--- config.mk ---
export PLATFORM = sky130hd
export DESIGN_NAME = fifo_ctrl
export DESIGN_NICKNAME = d
export VERILOG_FILES = /design/src/rtl/fifo_ctrl_pkg.sv /design/src/rtl/fifo_ctrl_ram.sv /design/src/rtl/fifo_ctrl.sv
export SDC_FILE = /design/constraint.sdc
export NUM_CORES = 1
export LEC_CHECK = 0
export CORE_UTILIZATION = 55
export CTS_CLUSTER_DIAMETER = 120
export DETAILED_ROUTE_END_ITERATION = 10
export GPL_TIMING_DRIVEN = 0
export PLACE_DENSITY = 0.74
export SKIP_CTS_REPAIR_TIMING = 1
export SYNTH_ARGS = -nofsm -noshare
export SYNTH_HDL_FRONTEND = slang
export SYNTH_HIERARCHICAL = 1
export SYNTH_SLANG_ARGS = --single-unit
--- constraint.sdc ---
create_clock -name clk -period 2.8 [get_ports clk]
set_input_delay 0.56 -clock clk [delete_from_list [all_inputs] [get_ports clk]]
set_output_delay 0.56 -clock clk [all_outputs]
set_load 0.005 [all_outputs]
--- src/rtl/fifo_ctrl_pkg.sv ---
// Shared definitions for the FIFO controller: default sizes and the
// per-cycle operation encoding used to steer the occupancy counter.
package fifo_ctrl_pkg;

  localparam int DEFAULT_DATA_BITS = 10;
  localparam int DEFAULT_ADDR_BITS = 3;

  typedef enum logic [1:0] {
    OP_IDLE = 2'b00,
    OP_PUSH = 2'b01,
    OP_POP  = 2'b10,
    OP_BOTH = 2'b11
  } fifo_op_e;

  // Build the operation code from the accepted push/pop strobes.
  function automatic fifo_op_e make_op(input logic push_ok, input logic pop_ok);
    return fifo_op_e'({pop_ok, push_ok});
  endfunction

endpackage

--- src/rtl/fifo_ctrl_ram.sv ---
// Simple dual-port storage: one write port, one registered read port.
// A read and a write to the same address in one cycle return the old word.
module fifo_ctrl_ram
  import fifo_ctrl_pkg::*;
#(
  parameter int DATA_BITS = DEFAULT_DATA_BITS,
  parameter int ADDR_BITS = DEFAULT_ADDR_BITS
) (
  input  logic                 clk,
  input  logic                 write,
  input  logic                 read,
  input  logic [ADDR_BITS-1:0] addr_write,
  input  logic [ADDR_BITS-1:0] addr_read,
  input  logic [DATA_BITS-1:0] data_write,
  output logic [DATA_BITS-1:0] data_read
);

  logic [DATA_BITS-1:0] mem [2**ADDR_BITS];

  // Write and registered read share the edge, so a same-address read sees the old contents.
  always_ff @(posedge clk) begin
    if (write) mem[addr_write] <= data_write;
    if (read)  data_read <= mem[addr_read];
  end

endmodule

--- src/rtl/fifo_ctrl.sv ---
// FIFO controller: pointers, occupancy count, flags and sticky error bits
// around a single dual-port RAM with one cycle of read latency.
module fifo_ctrl
  import fifo_ctrl_pkg::*;
#(
  parameter int DATA_BITS = DEFAULT_DATA_BITS,
  parameter int ADDR_BITS = DEFAULT_ADDR_BITS
) (
  input  logic                 clk,
  input  logic                 reset,
  input  logic                 push,
  input  logic                 pop,
  input  logic [DATA_BITS-1:0] data_in,
  input  logic [ADDR_BITS:0]   umbral_af,
  input  logic [ADDR_BITS:0]   umbral_ae,
  output logic [DATA_BITS-1:0] data_out,
  output logic                 valid_out,
  output logic                 full,
  output logic                 empty,
  output logic                 almost_full,
  output logic                 almost_empty,
  output logic [ADDR_BITS:0]   count,
  output logic                 overflow,
  output logic                 underflow
);

  localparam logic [ADDR_BITS:0] DEPTH = {1'b1, {ADDR_BITS{1'b0}}};

  logic [ADDR_BITS-1:0] wr_ptr;
  logic [ADDR_BITS-1:0] rd_ptr;
  logic                 push_ok;
  logic                 pop_ok;
  fifo_op_e             op;

  // Flags come straight from the registered count so they never glitch on inputs.
  assign full         = (count == DEPTH);
  assign empty        = (count == '0);
  assign almost_full  = (count >= umbral_af);
  assign almost_empty = (count <= umbral_ae);

  // A pop frees a slot in the same cycle, so a full FIFO still takes a paired push.
  always_comb begin
    pop_ok  = pop && !empty;
    push_ok = push && (!full || pop_ok);
    op      = make_op(push_ok, pop_ok);
  end

  // Pointer, count, read-valid and sticky error state; reset wins over any request.
  always_ff @(posedge clk) begin
    if (reset) begin
      wr_ptr    <= '0;
      rd_ptr    <= '0;
      count     <= '0;
      valid_out <= 1'b0;
      overflow  <= 1'b0;
      underflow <= 1'b0;
    end else begin
      if (push_ok) wr_ptr <= wr_ptr + 1'b1;
      if (pop_ok)  rd_ptr <= rd_ptr + 1'b1;
      case (op)
        OP_PUSH: count <= count + 1'b1;
        OP_POP:  count <= count - 1'b1;
        default: count <= count;
      endcase
      valid_out <= pop_ok;
      if (push && full && !pop_ok) overflow  <= 1'b1;
      if (pop && empty)            underflow <= 1'b1;
    end
  end

  fifo_ctrl_ram #(
    .DATA_BITS (DATA_BITS),
    .ADDR_BITS (ADDR_BITS)
  ) u_ram (
    .clk        (clk),
    .write      (push_ok),
    .read       (pop_ok),
    .addr_write (wr_ptr),
    .addr_read  (rd_ptr),
    .data_write (data_in),
    .data_read  (data_out)
  );

endmodule
==> metrics <==
status finished, final reports clean; ys async rst share 0%; switch share 27.57%; core area 7408 sq um; Worst EP required 2.79 ns; number of buffers added on ports 41; fin nets 326; ANT cells 0; DR vias 2227; R2R cell count 6; Critical Path Source Type input pin; H-tree levels 3; P_int 2.692 mW; post-layout util 68.49%; reg2reg end u_ram/mem[3][3]; largest net degree at the start of global routing 19; GR Util All Layers 19.79%; #FFs+latches synth 103; Simple-Gate Fraction of Synth Area 5.602%; final antenna-violating net count 0; Worst slew margin 27.72%; leading post-synthesis cells by cell area edfxtp_1 (63%), mux4_1 (12%), dfxtp_1 (6.0%); Mean Syn Cell Area 18.04 sq um; 1st-iter DRT viols 158; Setup Skew 0.007398 ns; Leakage 1.771 nW; final count of hold timing violations 0; Crit. Startpoint pop; Gate power share 26.3%; Post-synth EDFFs 90; gr busiest metal met2; met3 Usage GRT 5.303%; critical path class in2reg; share of power burned in registers 50.8%; Worst-Margin Slew 1.080 ns; Post-synth top flop edfxtp_1; Net Sw Power 1.025 mW; syn nets 272; Max clock buf depth 2; die height 90.53 um; CTS Buf Count 9; DP HPWL 4784 um; worst path arrival time 2.68 ns; I/O pins 43; multiplexer area fraction after synthesis 15.27%; R2R setup slack 0.31 ns; Post-Syn Area 4310 sq um; Post-Synth Adder-Cell Area 3.193%; max cap viols 0; Peak Freq 371.2 MHz; layout cell share with drive strength beyond 1 14.81%; worst-path maximum fanout 10; final wirelength 7482 um; critical path capture point type flop; Die ar. 8195 sq um; xor/xnor cell area share of the yosys netlist 1.626%; VDD IR max 0.5264 mV; Yosys Warn Count 6; starting density of the core 58.18%; clock slew at reported path FFs 0.09 ns; row count 31; Layout area overhead 17.71%; post-synthesis compound-gate area fraction 2.990%; DR WL/cell 18.89 um; vias per cell 5.624; max-slew violation count 0; GR Util met1 25.97%; Final period util 96.22%; Sinks on Clock Net 103; RSZ-0062 raised after global routing yes; Worst Hold Class reg2reg; initial antenna violation count 0; clock share of power 22.9%; filler cell count 494; first-pass GRT wire length 11610 um; minimum setup slack after placement -0.3316 ns; largest family of logic cells by synthesized area multiplexers; most common cell in the netlist edfxtp_1; Chip Width 90.53 um; synth unique cells 39; Hold Startpoint underflow; PD cells 732.5 nW/um^2; grt total ovfl 0; Clock Latency Late Sink 0.36 ns; fin crit period 2.694 ns; Synth top area share 62.70%; Root Buffer clkbuf_8; DRC errors left 0; met2 GRT Util 32.39%; Synth Instances 239; Seq/Total Area, Yosys 68.74%; vias in the first global route 2224; most frequent cells after synthesis edfxtp_1 (90), mux4_1 (20), nor2_1 (19); Critical Path End u_ram/mem[3][3]; RR Startpoint count[2]; cell taking the most area after synthesis edfxtp_1; final worst slack 0.1058 ns; Pre-antenna DRT Iters 4; Final setup viols 0; GPL Wtd Cong 0.7957; CTS tree yes
## worst max-delay path, stage by stage
cell and delay (ns):
clkdlybuf4s50_1 0.51, clkbuf_1 0.38, o21ai_2 0.16, inv_1 0.09, nand2b_1 0.12, nor2_1 0.84
## worst min-delay path by stage
stage                      endpoint  slack, ns  depth (start not counted)
after floorplan           rd_ptr[1]       0.45                          2
after global placement     overflow       0.45                          2
after detailed placement  underflow       0.47                          2
after CTS                 underflow       0.49                          2
after global routing      underflow       0.53                          2
final                     underflow       0.48                          2
## through the flow
| step | instance area [sq um] | power, mW | std cells | TNS [ns] | hold slack (ns) |
|---|---|---|---|---|---|
| floorplan | 4310 | 2.526 | 239 | 0 | 0.4458 |
| detailed placement | 4877 | 2.910 | 381 | -17.29 | 0.4659 |
| global route | 5074 | 3.893 | 396 | -0.1527 | 0.5293 |
| global placement | 4845 | 2.882 | 379 | -31.12 | 0.4472 |
| CTS | 5057 | 3.749 | 396 | -0.4132 | 0.4887 |
| finish | 5074 | 3.716 | 396 | 0 | 0.4777 |
## layout by cell type, fill, tap and decap left out, types with 3 or more instances in the layout
master           count
inv_1               11
clkbuf_1             5
nor2_2               4
mux4_1              20
mux2_2              10
clkinv_4             4
buf_6                5
xnor2_1              4
xor2_1               4
clkdlybuf4s50_1     39
a21o_1               3
nor2_1              15
nand2b_1             6
edfxtp_1            90
nand2_1              7
a21oi_1              3
dfxtp_1             12
ha_1                11
clkbuf_8             9
## sequential cells by signal (all words and copies together), names as in the netlist
signal,flops
count,4
overflow,1
rd_ptr,3
u_ram/data_read,10
u_ram/mem,80
underflow,1
valid_out,1
wr_ptr,3
## per-layer routing
layer  share of wire (%)  wire length, um  vias up
li1                    -                -     1058
met1                  46             3463     1130
met2                  50             3753       31
met3                 2.2              165        8
met4                 1.3               99        0
met5                   0                0        -
## cell families (layout without fill, tap and decap cells)
group | Yosys count | in the layout
AO/OA/AOI/OAI | 17 | 17
XOR/XNOR | 8 | 8
adder cells (fa/ha/maj) | 11 | 11
buffers and inverters | 22 | 80
flip-flops | 103 | 103
multiplexers | 32 | 32
AND/OR/NAND/NOR | 46 | 46
## power groups by stage
| stage | Combinational, mW | Clock (mW) | Sequential [mW] |
|---|---|---|---|
| floorplan | 0.614 | 0 | 1.91 |
| global placement | 0.963 | 0 | 1.92 |
| detailed placement | 0.989 | 0 | 1.92 |
| CTS | 0.991 | 0.871 | 1.89 |
| global route | 1.06 | 0.938 | 1.90 |
| finish | 0.977 | 0.852 | 1.89 |
## final cells by class
cell class / instances / area, sq um / share of cell area [%]
sequential: 103 / 2964 / 58.42
timing repair buffer: 43 / 437.9 / 8.631
tap: 99 / 123.9 / 2.441
buffer: 10 / 61.31 / 1.208
clock inverter: 6 / 56.30 / 1.110
inverter: 12 / 50.05 / 0.9864
multi-input combinational: 114 / 1256 / 24.76
clock buffer: 9 / 123.9 / 2.441
(Power assumes the default switching activity.)
